**src/rtl/serial_adder_ctrl_pkg.sv**
```systemverilog
// serial_adder_ctrl_pkg: FSM state encodings and default width for the bit-serial adder
package serial_adder_ctrl_pkg;
  localparam int DEF_WIDTH = 8;
  typedef enum logic [1:0] {
    ST_IDLE = 2'd0,
    ST_RUN  = 2'd1,
    ST_DONE = 2'd2
  } state_t;
endpackage

```
**src/rtl/serial_adder_ctrl_fa_mux41.sv**
```systemverilog
// fa_mux41: 1-bit full adder built from two 4:1 muxes selected by {a, b}
module fa_mux41 (
  input  logic a,
  input  logic b,
  input  logic cin,
  output logic sum,
  output logic cout
);
  logic [1:0] w_sel;
  logic [3:0] w_sum_tbl;
  logic [3:0] w_cout_tbl;
  assign w_sel      = {a, b};
  assign w_sum_tbl  = {cin, ~cin, ~cin, cin};
  assign w_cout_tbl = {1'b1, cin, cin, 1'b0};
  assign sum        = w_sum_tbl[w_sel];
  assign cout       = w_cout_tbl[w_sel];
endmodule

```
**src/rtl/serial_adder_ctrl.sv**
```systemverilog
// serial_adder_ctrl: bit-serial adder, LSB first through one full adder, with valid/ready on both sides
module serial_adder_ctrl
  import serial_adder_ctrl_pkg::*;
#(
  parameter  int WIDTH = DEF_WIDTH,
  localparam int CNT_W = $clog2(WIDTH)
) (
  input  logic             clk,
  input  logic             rst_n,
  input  logic             in_valid,
  output logic             in_ready,
  input  logic [WIDTH-1:0] a_in,
  input  logic [WIDTH-1:0] b_in,
  input  logic             cin_in,
  output logic             out_valid,
  input  logic             out_ready,
  output logic [WIDTH-1:0] sum_out,
  output logic             cout_out
);
  state_t           r_state;
  logic [WIDTH-1:0] r_a_sh;
  logic [WIDTH-1:0] r_b_sh;
  logic [WIDTH-1:0] r_sum_sh;
  logic             r_carry;
  logic [CNT_W-1:0] r_cnt;
  logic             w_fa_sum;
  logic             w_fa_cout;
  fa_mux41 u_fa (
    .a    (r_a_sh[0]),
    .b    (r_b_sh[0]),
    .cin  (r_carry),
    .sum  (w_fa_sum),
    .cout (w_fa_cout)
  );
  assign in_ready  = (r_state == ST_IDLE) && rst_n;
  assign out_valid = (r_state == ST_DONE);
  assign sum_out   = r_sum_sh;
  assign cout_out  = r_carry;
  always_ff @(posedge clk) begin
    if (!rst_n) begin
      r_state  <= ST_IDLE;
      r_a_sh   <= '0;
      r_b_sh   <= '0;
      r_sum_sh <= '0;
      r_carry  <= 1'b0;
      r_cnt    <= '0;
    end else begin
      case (r_state)
        ST_IDLE: if (in_valid) begin
          r_a_sh   <= a_in;
          r_b_sh   <= b_in;
          r_carry  <= cin_in;
          r_cnt    <= '0;
          r_sum_sh <= '0;
          r_state  <= ST_RUN;
        end
        ST_RUN: begin
          r_sum_sh <= {w_fa_sum, r_sum_sh[WIDTH-1:1]};
          r_carry  <= w_fa_cout;
          r_a_sh   <= r_a_sh >> 1;
          r_b_sh   <= r_b_sh >> 1;
          r_cnt    <= r_cnt + 1'b1;
          if (r_cnt == CNT_W'(WIDTH - 1)) r_state <= ST_DONE;
        end
        ST_DONE: if (out_ready) r_state <= ST_IDLE;
        default: r_state <= ST_IDLE;
      endcase
    end
  end
endmodule

```
**config.mk**
```make
export PLATFORM = sky130hd
export DESIGN_NAME = serial_adder_ctrl
export DESIGN_NICKNAME = d
export VERILOG_FILES = /design/src/rtl/serial_adder_ctrl_pkg.sv /design/src/rtl/serial_adder_ctrl_fa_mux41.sv /design/src/rtl/serial_adder_ctrl.sv
export SDC_FILE = /design/constraint.sdc
export NUM_CORES = 1
export LEC_CHECK = 0
export ABC_AREA = 1
export CAP_MARGIN = 15
export CORE_MARGIN = 2
export CORE_UTILIZATION = 33
export DETAILED_ROUTE_END_ITERATION = 12
export GPL_TIMING_DRIVEN = 0
export PLACE_DENSITY_LB_ADDON = 0.1
export SLEW_MARGIN = 25
export SYNTH_ARGS = -nofsm -noshare
export SYNTH_HDL_FRONTEND = slang
export SYNTH_SLANG_ARGS = --single-unit
```
**constraint.sdc**
```tcl
create_clock -name clk -period 1.45 [get_ports clk]
set_clock_uncertainty 0.05 [all_clocks]
set_input_delay 0.145 -clock clk [delete_from_list [all_inputs] [get_ports clk]]
set_output_delay 0.145 -clock clk [all_outputs]
set_load 0.02 [all_outputs]
```
======== Word level (Yosys, flattened, before mapping) ========
Index checks and enable logic that the tools add are counted.
word-level totals
  flip-flop bits (word level) ............. 30
  input bits .............................. 21
  output and inout port bits .............. 11
  word-level logic and storage cells ...... 38
operators by class
  add/subtract/negate cells ............... 1
  $lt $le $gt $ge ......................... 1
  equal/unequal tests ..................... 6
  muxes and demuxes ....................... 18
  bitwise logic cells ..................... 1
  reduce and logical (&&, ||, !) cells .... 5
operators with widths
  operator               number
  $pmux W8 S2            3
  $mux W8                3
  $mux W2                3
  $pmux W2 S3            1
  $pmux W3 S2            1
  $bmux W1 S2            2
  $ne A2 B2 Y1 const B   2
  $add A3 B1 Y3 const B  1
  $eq A3 B3 Y1 const B   1
  $lt A2 B3 Y1 const B   1
  $mux W1                3
  $mux W3                1
  $reduce_and A3 Y1      1
  $eq A2 B1 Y1 const B   1
  $eq A2 B2 Y1 const B   1
  $logic_not A2 Y1       1
  $ne A2 B1 Y1 const B   1
  $pmux W1 S2            1
  $reduce_and A2 Y1      1
  $reduce_bool A2 Y1     1
  $logic_and A1 B1 Y1    1
  $not A1 Y1             1

======== Longest topological paths before layout ========
Gate-level depths: netlist of run 1.
  depth after elaboration ................. 4
  depth in mapped cells ................... 8
  depth with buffers taken out ............ 7

======== Hierarchy ========
From an unflattened synthesis of run 1, not the netlist that was laid out.
unflattened totals
  cells, all modules ...................... 234
  area total of the unflattened synthesis .. 1,498.9 µm²
by module, submodules not included
  module             instances  cells each  area each (µm²)  seq. area each (µm²)
  serial_adder_ctrl  1          221         1,432.6          600.6
  fa_mux41           1          13          66.3             0.0

======== Worst setup path before layout of run 1 ========
No wires, ideal clock.
  path type ............................... register to register
  from .................................... register r_state[0]
  to ...................................... register r_sum_sh[1], in the netlist sum_out[1]
  setup time .............................. 132 ps
  arrival time ............................ 897 ps
  data required time ...................... 1,268 ps
  slack ................................... 371 ps
  stages on the path, launching flop included .. 7
  path buffers ............................ 1
  period minus slack after synthesis ...... 1,079 ps
  path through ............................ dfxtp_1 > nand2_4 > nand2_4 > inv_2 > buf_4 > nand2_1 > a21oi_1
between the ends
  word-level cells in the longest chain between the ends .. 3
  elaborated cells on any way between the ends .. 6
  classes of those cells .................. 2 x eq/ne; 1 x mux; 3 x reduce/logical
RTL lines
  what                                                          line                     source
  start: declaration                                            serial_adder_ctrl.sv:20  state_t r_state;
  start signal: assignment                                      serial_adder_ctrl.sv:41  r_state <= ST_IDLE;
  start signal: assignment                                      serial_adder_ctrl.sv:55  r_state <= ST_RUN;
  start signal: assignment                                      serial_adder_ctrl.sv:63  if (r_cnt == CNT_W'(WIDTH - 1)) r_state <= ST_DONE;
  $eq A2 B1 Y1 or $logic_not A2 Y1 (tied branches)              serial_adder_ctrl.sv:48  case (r_state)
  $reduce_bool A2 Y1 (no line) or $ne A2 B2 Y1 (tied branches)  n/a
  $reduce_and A2 Y1 (no line)                                   n/a
  end signal: assignment                                        serial_adder_ctrl.sv:58  r_sum_sh <= {w_fa_sum, r_sum_sh[WIDTH-1:1]};
  end: declaration                                              serial_adder_ctrl.sv:23  logic [WIDTH-1:0] r_sum_sh;
Parallel ways exist; a longest one is shown, timed or not.
A chain may end at the register's enable or synchronous reset.

======== Final worst setup path of run 1 ========
  from .................................... register r_sum_sh[5], in the netlist sum_out[5]
  to ...................................... output port sum_out[5]
RTL lines
  what              line                     source
  end: declaration  serial_adder_ctrl.sv:17  output logic [WIDTH-1:0] sum_out,
No word-level cell between the ends.

==> flow_metrics.py, run 1 <==
metrics = {
    "outcome": {
        "status": "complete, no violations",
    },
    "yosys": {
        "seq_area_frac_synth": 0.440,
        "async_flop_share": 0,
        "syn-num-nets": 217,
        "synth_top_area_frac": 0.440,
        "synthTopCellsByArea": "dfxtp_1 (44%), nand2_1 (25%), a21oi_1 (7.7%)",
        "avgSynthCellArea_um2": 7.04,
        "synthesis.area_mm2": 0.00137,
        "synthFlopType": "dfxtp_1",
        "synthTopCellsByCount": "nand2_1 (90), dfxtp_1 (30), a21oi_1 (21)",
        "synth_top_area_cell": "dfxtp_1",
        "synth_cell_types": 24,
        "synth_most_common_cell": "nand2_1",
        "syn_inst": 194,
        "synth_warnings": 0,
        "synth_edf_count": 0,
        "yosys_register_bits": 30,
    },
    "global_routing": {
        "grt_pass1_vias": 1220,
        "grt_max_degree": 11,
        "grt_use_total": 0.155,
        "grt_pass1_wl_mm": 5.35,
        "grt_overflow": 0,
        "antenna_found_initial": 0,
    },
    "sta": {
        "relSlewSlack": 0.721,
        "drv_slew": 0,
        "hold_viol": 0,
        "period_needed_ns": 1.43,
        "setup_violations": 0,
        "period_share": 0.984,
        "rsz0062_at_grt": "false",
        "worst_pin_slew_ns": 0.419,
        "clock.fmax_mhz": 701,
    },
    "critical_path": {
        "cp-start-kind": "register",
        "worst_path_max_delay_cell": "clkdlybuf4s50_1",
        "path_delay_family": "buffers and inverters",
        "end_kind": "primary output",
        "worstReg2RegEnd": "r_a_sh[2]$_SDFFE_PN0P_",
        "worst_path_largest_cell_delay_ns": 0.61,
        "rr_worst_depth": 7,
        "path_cells": "clkdlybuf4s50_1",
        "crit_fanout": 3,
        "cp.required_ns": 1.25,
        "rrSetupSlack_ns": 0.22,
        "cp_data_arrival_time_ns": 1.23,
        "path_class": "register to primary output",
        "cp.buffers_inverters": 1,
        "timing.rr.start": "r_state[1]$_SDFFE_PN0P_",
    },
    "power_and_ir_drop": {
        "leakagePower_nw": 0.850,
        "peakVddDrop_mv": 0.621,
        "total_power_mw": 1.84,
        "power_density_mw_per_mm2": 1010,
    },
    "die": {
        "die_area_mm2": 0.00467,
        "rows": 23,
        "ios": 32,
        "die_w_um": 68.3,
        "start_util": 0.342,
        "fp.dieH_um": 68.3,
        "core_mm2": 0.00400,
    },
    "detailed_routing": {
        "num_vias": 1265,
        "drt_iter0_markers": 34,
        "antenna_left": 0,
        "drc": 0,
        "drt-wirelength-per-cell_um": 11.1,
        "drt_wl_total_mm": 3.11,
        "via_per_inst": 4.50,
        "drtPass1Iterations": 4,
    },
    "placed_design": {
        "gp_congestion": 0.731,
        "hpwl_mm": 2.17,
        "dp.cells": 275,
        "numPortBuffers": 31,
        "dpl_cell_area_mm2": 0.00174,
    },
    "flow_run": {
        "cap_violations": 0,
    },
    "hold_path": {
        "hold_class": "input pin to register",
        "hold_end": "r_a_sh[0]$_SDFFE_PN0P_",
        "whs_path_depth": 3,
        "hold_start": "rst_n",
    },
    "cts": {
        "cts_root_buf": "clkbuf_8",
        "cts_sinks": 30,
        "htreeDepth": 2,
        "clkLatencyLatePin_ns": 0.27,
        "clk_pin_slew_ns": 0.06,
        "postCtsSetupRepairBufs": 0,
        "clockBufferDepth": 2,
        "ctsHoldBuffers": 0,
        "cts_tree": "done",
        "cts_buffers": 5,
    },
    "layout": {
        "drive_gt1_frac": 0.117,
        "area_delta_synth_final_pct": 33.6,
        "n_fill_cell": 421,
        "multi_input_comb_area_um2": 651,
        "final_nets": 255,
        "final_area_mm2": 0.00183,
        "instances_no_fill": 281,
        "regArea_um2": 601,
        "antennaDiodeCount": 0,
    },
}
area by class of cell:
cell class	count	share of cell area
Multi-Input combinational cell	144	0.356
Sequential cell	30	0.329
Timing Repair Buffer	31	0.169
Clock buffer	6	0.0452
Buffer	8	0.0356
Tap cell	50	0.0343
Inverter	12	0.0302
per-layer routing:
metal / global-route usage / vias up / wire length (um)
met5: 0 / - / 0
met3: 0.0329 / 7 / 142
met4: 0.0750 / 0 / 65
li1: - / 680 / -
met1: 0.191 / 551 / 1570
met2: 0.254 / 27 / 1330
through the flow:
step                      utilization  setup WS (ns)  hold slack (ns)  TNS [ns]
after global routing            0.456      0.0000804            0.340         0
after global placement          0.435         -0.628            0.402     -3.61
after floorplan                     -          0.371            0.193         0
after CTS                       0.454        0.00723            0.316         0
after detailed placement        0.435         -0.630            0.405     -3.66
final                           0.456         0.0228            0.319         0
worst max path at each step:
stage	start	endpoint	slack, ns	depth (start not counted)
after detailed placement	rst_n	in_ready	-0.63	4
after CTS	sum_out[5]$_SDFFE_PN0P_	sum_out[5]	0.007	1
after global placement	rst_n	in_ready	-0.63	4
after floorplan	r_state[0]$_SDFFE_PN0P_	sum_out[1]$_SDFFE_PN0P_	0.37	6
final	sum_out[5]$_SDFFE_PN0P_	sum_out[5]	0.02	1
after global routing	sum_out[5]$_SDFFE_PN0P_	sum_out[5]	0.00008	1
where the power goes:
group / switching (mW) / total [mW] / internal (mW)
logic: 0.161 / 0.297 / 0.137
clock network: 0.278 / 0.643 / 0.365
registers: 0.0294 / 0.896 / 0.867
total: 0.468 / 1.84 / 1.37
logic make-up after synthesis:
logic type	Yosys count	share of synthesized area
compound gates	27	0.112
fa+ha+maj	2	0.0183
simple gates	115	0.346
flops	30	0.440
buf+inv	20	0.0842
cells in the final DEF (no fill, tap or decap), types with 2 or more instances in the layout:
master	netlist	routed
nand2_1	90	90
dfxtp_1	30	30
a21oi_1	21	21
clkdlybuf4s50_1	0	21
nor2_1	9	9
inv_1	8	8
nand3_1	7	7
clkbuf_8	0	6
dlygate4sd2_1	0	6
nand2_2	4	4
buf_4	4	4
a21oi_2	3	3
dlymetal6s2s_1	0	3
inv_2	2	2
nand2_4	2	2
ha_1	2	2
state kept, by name, indices dropped and copies added (netlist names):
signal,cells
r_b_sh,8
sum_out,8
r_a_sh,8
cout_out,1
r_cnt,3
r_state,2
what timing repair did:
item | in CTS | in global routing
resized for setup | 11 | 3
setup endpoints to repair | 6 | 3
endpoints found under the hold margin | 0 | 0
Note: power is estimated with default switching activity, not from simulation.
==> run 2, diff against run 1 <==
--- a/config.mk
+++ b/config.mk
@@ -12,6 +12,7 @@
 export DETAILED_ROUTE_END_ITERATION = 12
 export GPL_TIMING_DRIVEN = 0
 export PLACE_DENSITY_LB_ADDON = 0.1
+export SKIP_LAST_GASP = 1
 export SLEW_MARGIN = 25
 export SYNTH_ARGS = -nofsm -noshare
 export SYNTH_HDL_FRONTEND = slang
==> results of run 2 <==
The final DEF is identical to that of run 1; final timing and power are the same.
==> run 3, diff against run 2 <==
--- a/config.mk
+++ b/config.mk
@@ -6,7 +6,7 @@
 export NUM_CORES = 1
 export LEC_CHECK = 0
 export ABC_AREA = 1
-export CAP_MARGIN = 15
+export CAP_MARGIN = 20
 export CORE_MARGIN = 2
 export CORE_UTILIZATION = 33
 export DETAILED_ROUTE_END_ITERATION = 12
==> results of run 3 <==
The final DEF is identical to that of run 1; final timing and power are the same.
==> patch 1 (flow settings as in run 1) <==
Re-encode `state_t` (3 states) as one-hot, 3 bits wide.
--- a/src/rtl/serial_adder_ctrl_pkg.sv
+++ b/src/rtl/serial_adder_ctrl_pkg.sv
@@ -2,8 +2,8 @@
 package serial_adder_ctrl_pkg;
   localparam int DEF_WIDTH = 8;
-  typedef enum logic [1:0] {
-    ST_IDLE = 2'd0,
-    ST_RUN  = 2'd1,
-    ST_DONE = 2'd2
+  typedef enum logic [2:0] {
+    ST_IDLE = 3'b001,
+    ST_RUN  = 3'b010,
+    ST_DONE = 3'b100
   } state_t;
 endpackage
Check against the original RTL: no difference found for any inputs over 10 cycles, from zero or initial values and one cycle with rst_n low; not proved beyond that.
==> patch 1 against run 1 <==
Via count is 11% higher. Design area increased by 8.0%. Synthesized area rose by 9.2%. Wire length is 9.4% higher. Count of clock-buffer cells in the layout increased by 1. Cell count is 9.6% higher. Synthesized cell count grew 11%. Worst setup slack gained 0.020 ns. Sequential cell count rose by 1. Non-clock buffer count increased by 4. Sequential share of layout area down 1.3 points. Highest routed layer unchanged.
Power is not compared: it rests on default switching activity, and its combinational part moved more than twofold at a synthesized area within 25%.
==> patch 1: results (changes against run 1) <==
stage,metric,value,unit,change
synthesis,synth_seq_area_share,0.416,,was 0.440
drt,wl_met3,167,um,was 142 um
clock_network,clock_path_buffers,2,,unchanged
synthesis,synth_cell_type_count,24,,unchanged
placed_design,globalplace.congestion,0.759,,was 0.731
cells_and_area,drive_above_1_share,0.164,,was 0.117
synthesis,ys_warn_count,0,,unchanged
drt,wirelength,3400,um,was 3110 um
synthesis,avgSynthCellArea,6.94,sq um,was 7.04 sq um
worst_setup_path,cpLargestDelayFamily,buffers and inverters,,unchanged
pwr,p_leak,0.941,nW,
clock_network,clk_latency,0.28,ns,
clock_network,numCtsBuffers,5,,unchanged
clock_network,htree_levels,2,,unchanged
drt,wl_met1,1730,um,was 1570 um
global_route,grt_use_total,0.147,,was 0.155
drt,top_layer,met4,,unchanged
cells_and_area,nets,278,,was 255
global_route,met2_usage,0.210,,was 0.254
drt,firstDrtPassIters,4,,unchanged
synthesis,syn-num-nets,238,,was 217
drt,drc,0,,unchanged
global_route,grt_pass1_vias,1295,,was 1220
synthesis,synth_common_cells,"67 x nand2_1, 32 x nor2_1, 31 x dfxtp_1",,"was 90 x nand2_1, 30 x dfxtp_1, 21 x a21oi_1"
synthesis,async_flop_share,0,,unchanged
global_route,grt_max_degree,11,,unchanged
placed_design,numPortBuffers,30,,was 31
clock_network,cts_root_buf,clkbuf_8,,unchanged
hold_path,hold_path_class,primary input to flop,,unchanged
drt,first_iter_violations,92,,was 34
cells_and_area,antennaDiodeCount,0,,unchanged
global_route,grt_pass1_wl,5870,um,was 5350 um
global_route,gr-usage-met1,0.212,,was 0.191
global_route,antenna_found_initial,0,,unchanged
pwr,vdd_drop_max,0.000575,V,
drt,vias,1409,,was 1265
pwr,switching_share,0.321,,
worst_setup_path,critPathMaxStageDelay,0.60,ns,
status,run_status,"finished, final reports clean",,unchanged
pwr,clkPwrFrac,0.280,,
placed_design,place_inst,297,,was 275
worst_setup_path,cp_slowest_cell,clkdlybuf4s50_1,,unchanged
placed_design,dp_hpwl,2330,um,was 2170 um
synthesis,synth_top_cells_by_area,"dfxtp_1 42%, nand2_1 17%, nor2_1 8.0%, o21ai_0 5.7%, nand3_1 3.0%",,"was dfxtp_1 44%, nand2_1 25%, a21oi_1 7.7%, nand3_1 2.6%, nor2_1 2.5%"
drt,routed-wl-met2,1450,um,was 1330 um
timing,relSlewSlack,0.708,,was 0.721
synthesis,ys.flop_type,dfxtp_1,,unchanged
cells_and_area,layout.cells.non_filler,308,,was 281
worst_setup_path,worst-path-max-fanout,2,,was 3
pwr,seqPwrFrac,0.453,,
cells_and_area,fill_cells,466,,was 421
global_route,met3_usage,0.0380,,was 0.0329
worst_setup_path,arrival,1.21,ns,was 1.23 ns
clock_network,clk_pin_slew,0.07,ns,
-- patch 1: changes by cell type after synthesis, sizes merged, moves of 3 or more --
cell / delta
nand4: +6
nor2: +23
o21ai: +16
nand2: -23
nand3: +3
a21oi: -11
inv: +5
-- patch 1: kinds of logic after synthesis --
group	synth area share
buffers and inverters	0.0855
AND/OR/NAND/NOR	0.360
adder cells (fa/ha/maj)	0.0168
AO/OA/AOI/OAI	0.122
flip-flops	0.416
-- patch 1: repair_timing --
item,4_1_cts,5_1_grt
pin swaps,0,1
setup buffers,0,3
setup endpoints to repair,7,21
resized for setup,12,10
-- patch 1: per-stage QoR --
stage	worst slack, ns	utilization	power, W	cell area, sq um	setup TNS [ns]
floorplan	0.0572	-	0.00145	1490	0
global placement	-0.375	0.427	0.00164	1860	-3.33
detailed placement	-0.383	0.427	0.00164	1860	-3.17
CTS	0.00425	0.444	0.00227	1930	0
global route	0.0144	0.453	0.00243	1970	0
finish	0.0431	0.453	0.00229	1970	0
-- patch 1: final timing paths --
kind | startpoint | end | slack [ns] | cells past startpoint
worst min-delay path | rst_n | r_a_sh[5] | 0.18 | 3
worst min register to register | r_cnt[0] | r_cnt[0] | 0.40 | 1
worst max register to register | r_state[0] | r_b_sh[2] | 0.13 | 7
worst max-delay path | sum_out[0] | sum_out[0] | 0.04 | 1
-- patch 1: layout make-up --
type | instances | area, sq um | share of cell area
Tap cell | 52 | 65.1 | 0.0330
Sequential cell | 31 | 623 | 0.316
Clock buffer | 7 | 76.3 | 0.0387
Buffer | 10 | 71.3 | 0.0362
Clock inverter | 1 | 5.00 | 0.00254
Timing Repair Buffer | 33 | 314 | 0.159
Multi-Input combinational cell | 158 | 753 | 0.382
Inverter | 16 | 62.6 | 0.0317
==> patch 2 (settings of run 1) <==
Without the edit above. The package constant `DEF_WIDTH` goes from 8 to 16.
--- a/src/rtl/serial_adder_ctrl_pkg.sv
+++ b/src/rtl/serial_adder_ctrl_pkg.sv
@@ -1,5 +1,5 @@
 // serial_adder_ctrl_pkg: FSM state encodings and default width for the bit-serial adder
 package serial_adder_ctrl_pkg;
-  localparam int DEF_WIDTH = 8;
+  localparam int DEF_WIDTH = 16;
   typedef enum logic [1:0] {
     ST_IDLE = 2'd0,
Interface: changed (resized a_in, b_in and sum_out); port bits go from 32 to 56. The function was not compared with the original's and may differ.
==> patch 2 against run 1 <==
Core utilization up 0.17 points. Clock power is 65% higher. Design area up 80%. Sequential share of layout area is 0.75 points higher. Power rose by 85%. Combinational power rose by 130%. Wire length grew 100%. Worst hold slack gained 0.017 ns. Via count increased by 87%. Sequential power grew 85%. Synthesized area increased by 77%. Worst setup slack better by 0.065 ns. Sequential cell count up 25. Critical path type unchanged. Largest cell class is now sequential cells. Largest power group unchanged.
==> patch 2: results (changes against run 1) <==
stage,metric,value,unit,change
drt,vias_per_cell,4.40,,was 4.50
drt,wl_met1,3160,um,was 1570 um
timing,tightest_slew,0.491,ns,was 0.419 ns
cells_and_area,fill_cells,770,,was 421
global_route,grt_pass1_wl,10400,um,was 5350 um
global_route,grt_pass1_vias,2301,,was 1220
synthesis,async_flop_share,0,,unchanged
pwr,switching_share,0.279,,was 0.255
worst_setup_path,r2r_start,r_state[0],,was r_state[1]
synthesis,synth_seq_area_share,0.455,,was 0.440
drt,top_layer,met4,,unchanged
cells_and_area,drive_above_1_share,0.0932,,was 0.117
hold_path,min-delay-start,b_in[15],,was rst_n
drt,firstDrtPassIters,4,,unchanged
placed_design,detailedPlace.worstSlack,-0.329,ns,was -0.630 ns
worst_setup_path,timing.rr.end,r_a_sh[0],,was r_a_sh[2]
global_route,grt_max_degree,17,,was 11
pwr,vdd_drop_max,0.000496,V,was 0.000621 V
timing,final_max_slew_viol_count,0,,unchanged
hold_path,min_path_cells,3,,unchanged
cells_and_area,nets,477,,was 255
clock_network,clk_pin_slew,0.10,ns,was 0.06 ns
synthesis,synth_adder_area_share,0.00517,,was 0.0183
placed_design,numPortBuffers,55,,was 31
pwr,seqPwrFrac,0.486,,was 0.488
drt,routed-wl-met2,2750,um,was 1330 um
clock_network,clk_latency,0.31,ns,was 0.27 ns
synthesis,synth_top_cells_by_area,"dfxtp_1 45%, nand2_1 21%, nand3_1 8.3%, nor2_1 7.4%, a21oi_1 5.0%",,"was dfxtp_1 44%, nand2_1 25%, a21oi_1 7.7%, nand3_1 2.6%, nor2_1 2.5%"
worst_setup_path,arrival,1.17,ns,was 1.23 ns
drt,wl_per_cell,11.7,um,was 11.1 um
placed_design,dp_hpwl,4380,um,was 2170 um
global_route,antenna_found_initial,0,,unchanged
synthesis,syn-num-nets,409,,was 217
synthesis,ys.flop_type,dfxtp_1,,unchanged
placed_design,globalplace.congestion,0.790,,was 0.731
pwr,p_leak,1.54,nW,was 0.850 nW
clock_network,cts_root_buf,clkbuf_8,,unchanged
worst_setup_path,worst-path-max-fanout,4,,was 3
cells_and_area,antennaDiodeCount,0,,unchanged
synthesis,synthMuxAreaShare,0,,unchanged
worst_setup_path,startpoint,r_state[1],,was sum_out[5]
synthesis,synth_cell_type_count,19,,was 24
worst_setup_path,worstRegToRegCells,8,,was 7
drt,first_iter_violations,99,,was 34
hold_path,hold_path_end,r_b_sh[15],,was r_a_sh[0]
synthesis,synth-xor-area-share,0,,unchanged
worst_setup_path,r2r_setup_slack,0.11,ns,was 0.22 ns
timing,fmax,734,MHz,was 701 MHz
synthesis,synth_compound_area_frac,0.0584,,was 0.112
drt,wl_met3,290,um,was 142 um
worst_setup_path,endpoint,out_valid,,was sum_out[5]
pwr,clock_net_power,0.00106,W,was 0.000643 W
global_route,grt_use_total,0.167,,was 0.155
synthesis,synth_common_cells,"138 x nand2_1, 55 x dfxtp_1, 48 x nor2_1",,"was 90 x nand2_1, 30 x dfxtp_1, 21 x a21oi_1"
status,run_status,"finished, final reports clean",,unchanged
clock_network,numCtsBuffers,5,,unchanged
-- patch 2: changes by cell type in the layout (fill, tap and decap cells not counted), moves of 15 or more --
cell,delta
dfxtp_1,+23
nand2_1,+47
nand3_1,+33
nor2_1,+38
clkdlybuf4s50_1,+15
inv_1,+24
-- patch 2: worst max-delay path, cell delays in order, from the launching register on --
cell,delay (ns)
dfxtp_2,0.38
inv_2,0.06
nor2_1,0.07
dlygate4sd2_1,0.34
-- patch 2: per-layer routing --
layer | up-vias | track usage
met1 | 1044 | 0.224
met3 | 8 | 0.0356
met2 | 46 | 0.271
met5 | - | 0
li1 | 1272 | -
met4 | 0 | 0.0529
-- patch 2: what timing repair did --
| action | CTS | global route |
|---|---|---|
| resized for setup | 31 | 17 |
| endpoints found under the hold margin | 0 | 0 |
| pin swaps | 1 | 2 |
| endpoints found under the setup margin | 71 | 50 |
| setup buffers | 2 | 5 |
-- patch 2: stage by stage --
step | cells | hold slack, ns | power, W | cell area [sq um]
2_1_floorplan | 371 | 0.243 | 0.00207 | 2420
3_3_place_gp | 525 | 0.403 | 0.00233 | 3100
3_5_place_dp | 525 | 0.410 | 0.00233 | 3100
4_1_cts | 534 | 0.321 | 0.00342 | 3230
5_1_grt | 539 | 0.346 | 0.00361 | 3290
6_report | 539 | 0.336 | 0.00341 | 3290
-- patch 2: final cells by class --
type                            instances  share of cell area
Inverter                               37              0.0430
Tap cell                               99              0.0377
Multi-Input combinational cell        260               0.336
Clock buffer                            6              0.0251
Clock inverter                          2              0.0107
Buffer                                 18              0.0362
Timing Repair Buffer                   62               0.175
Sequential cell                        55               0.337
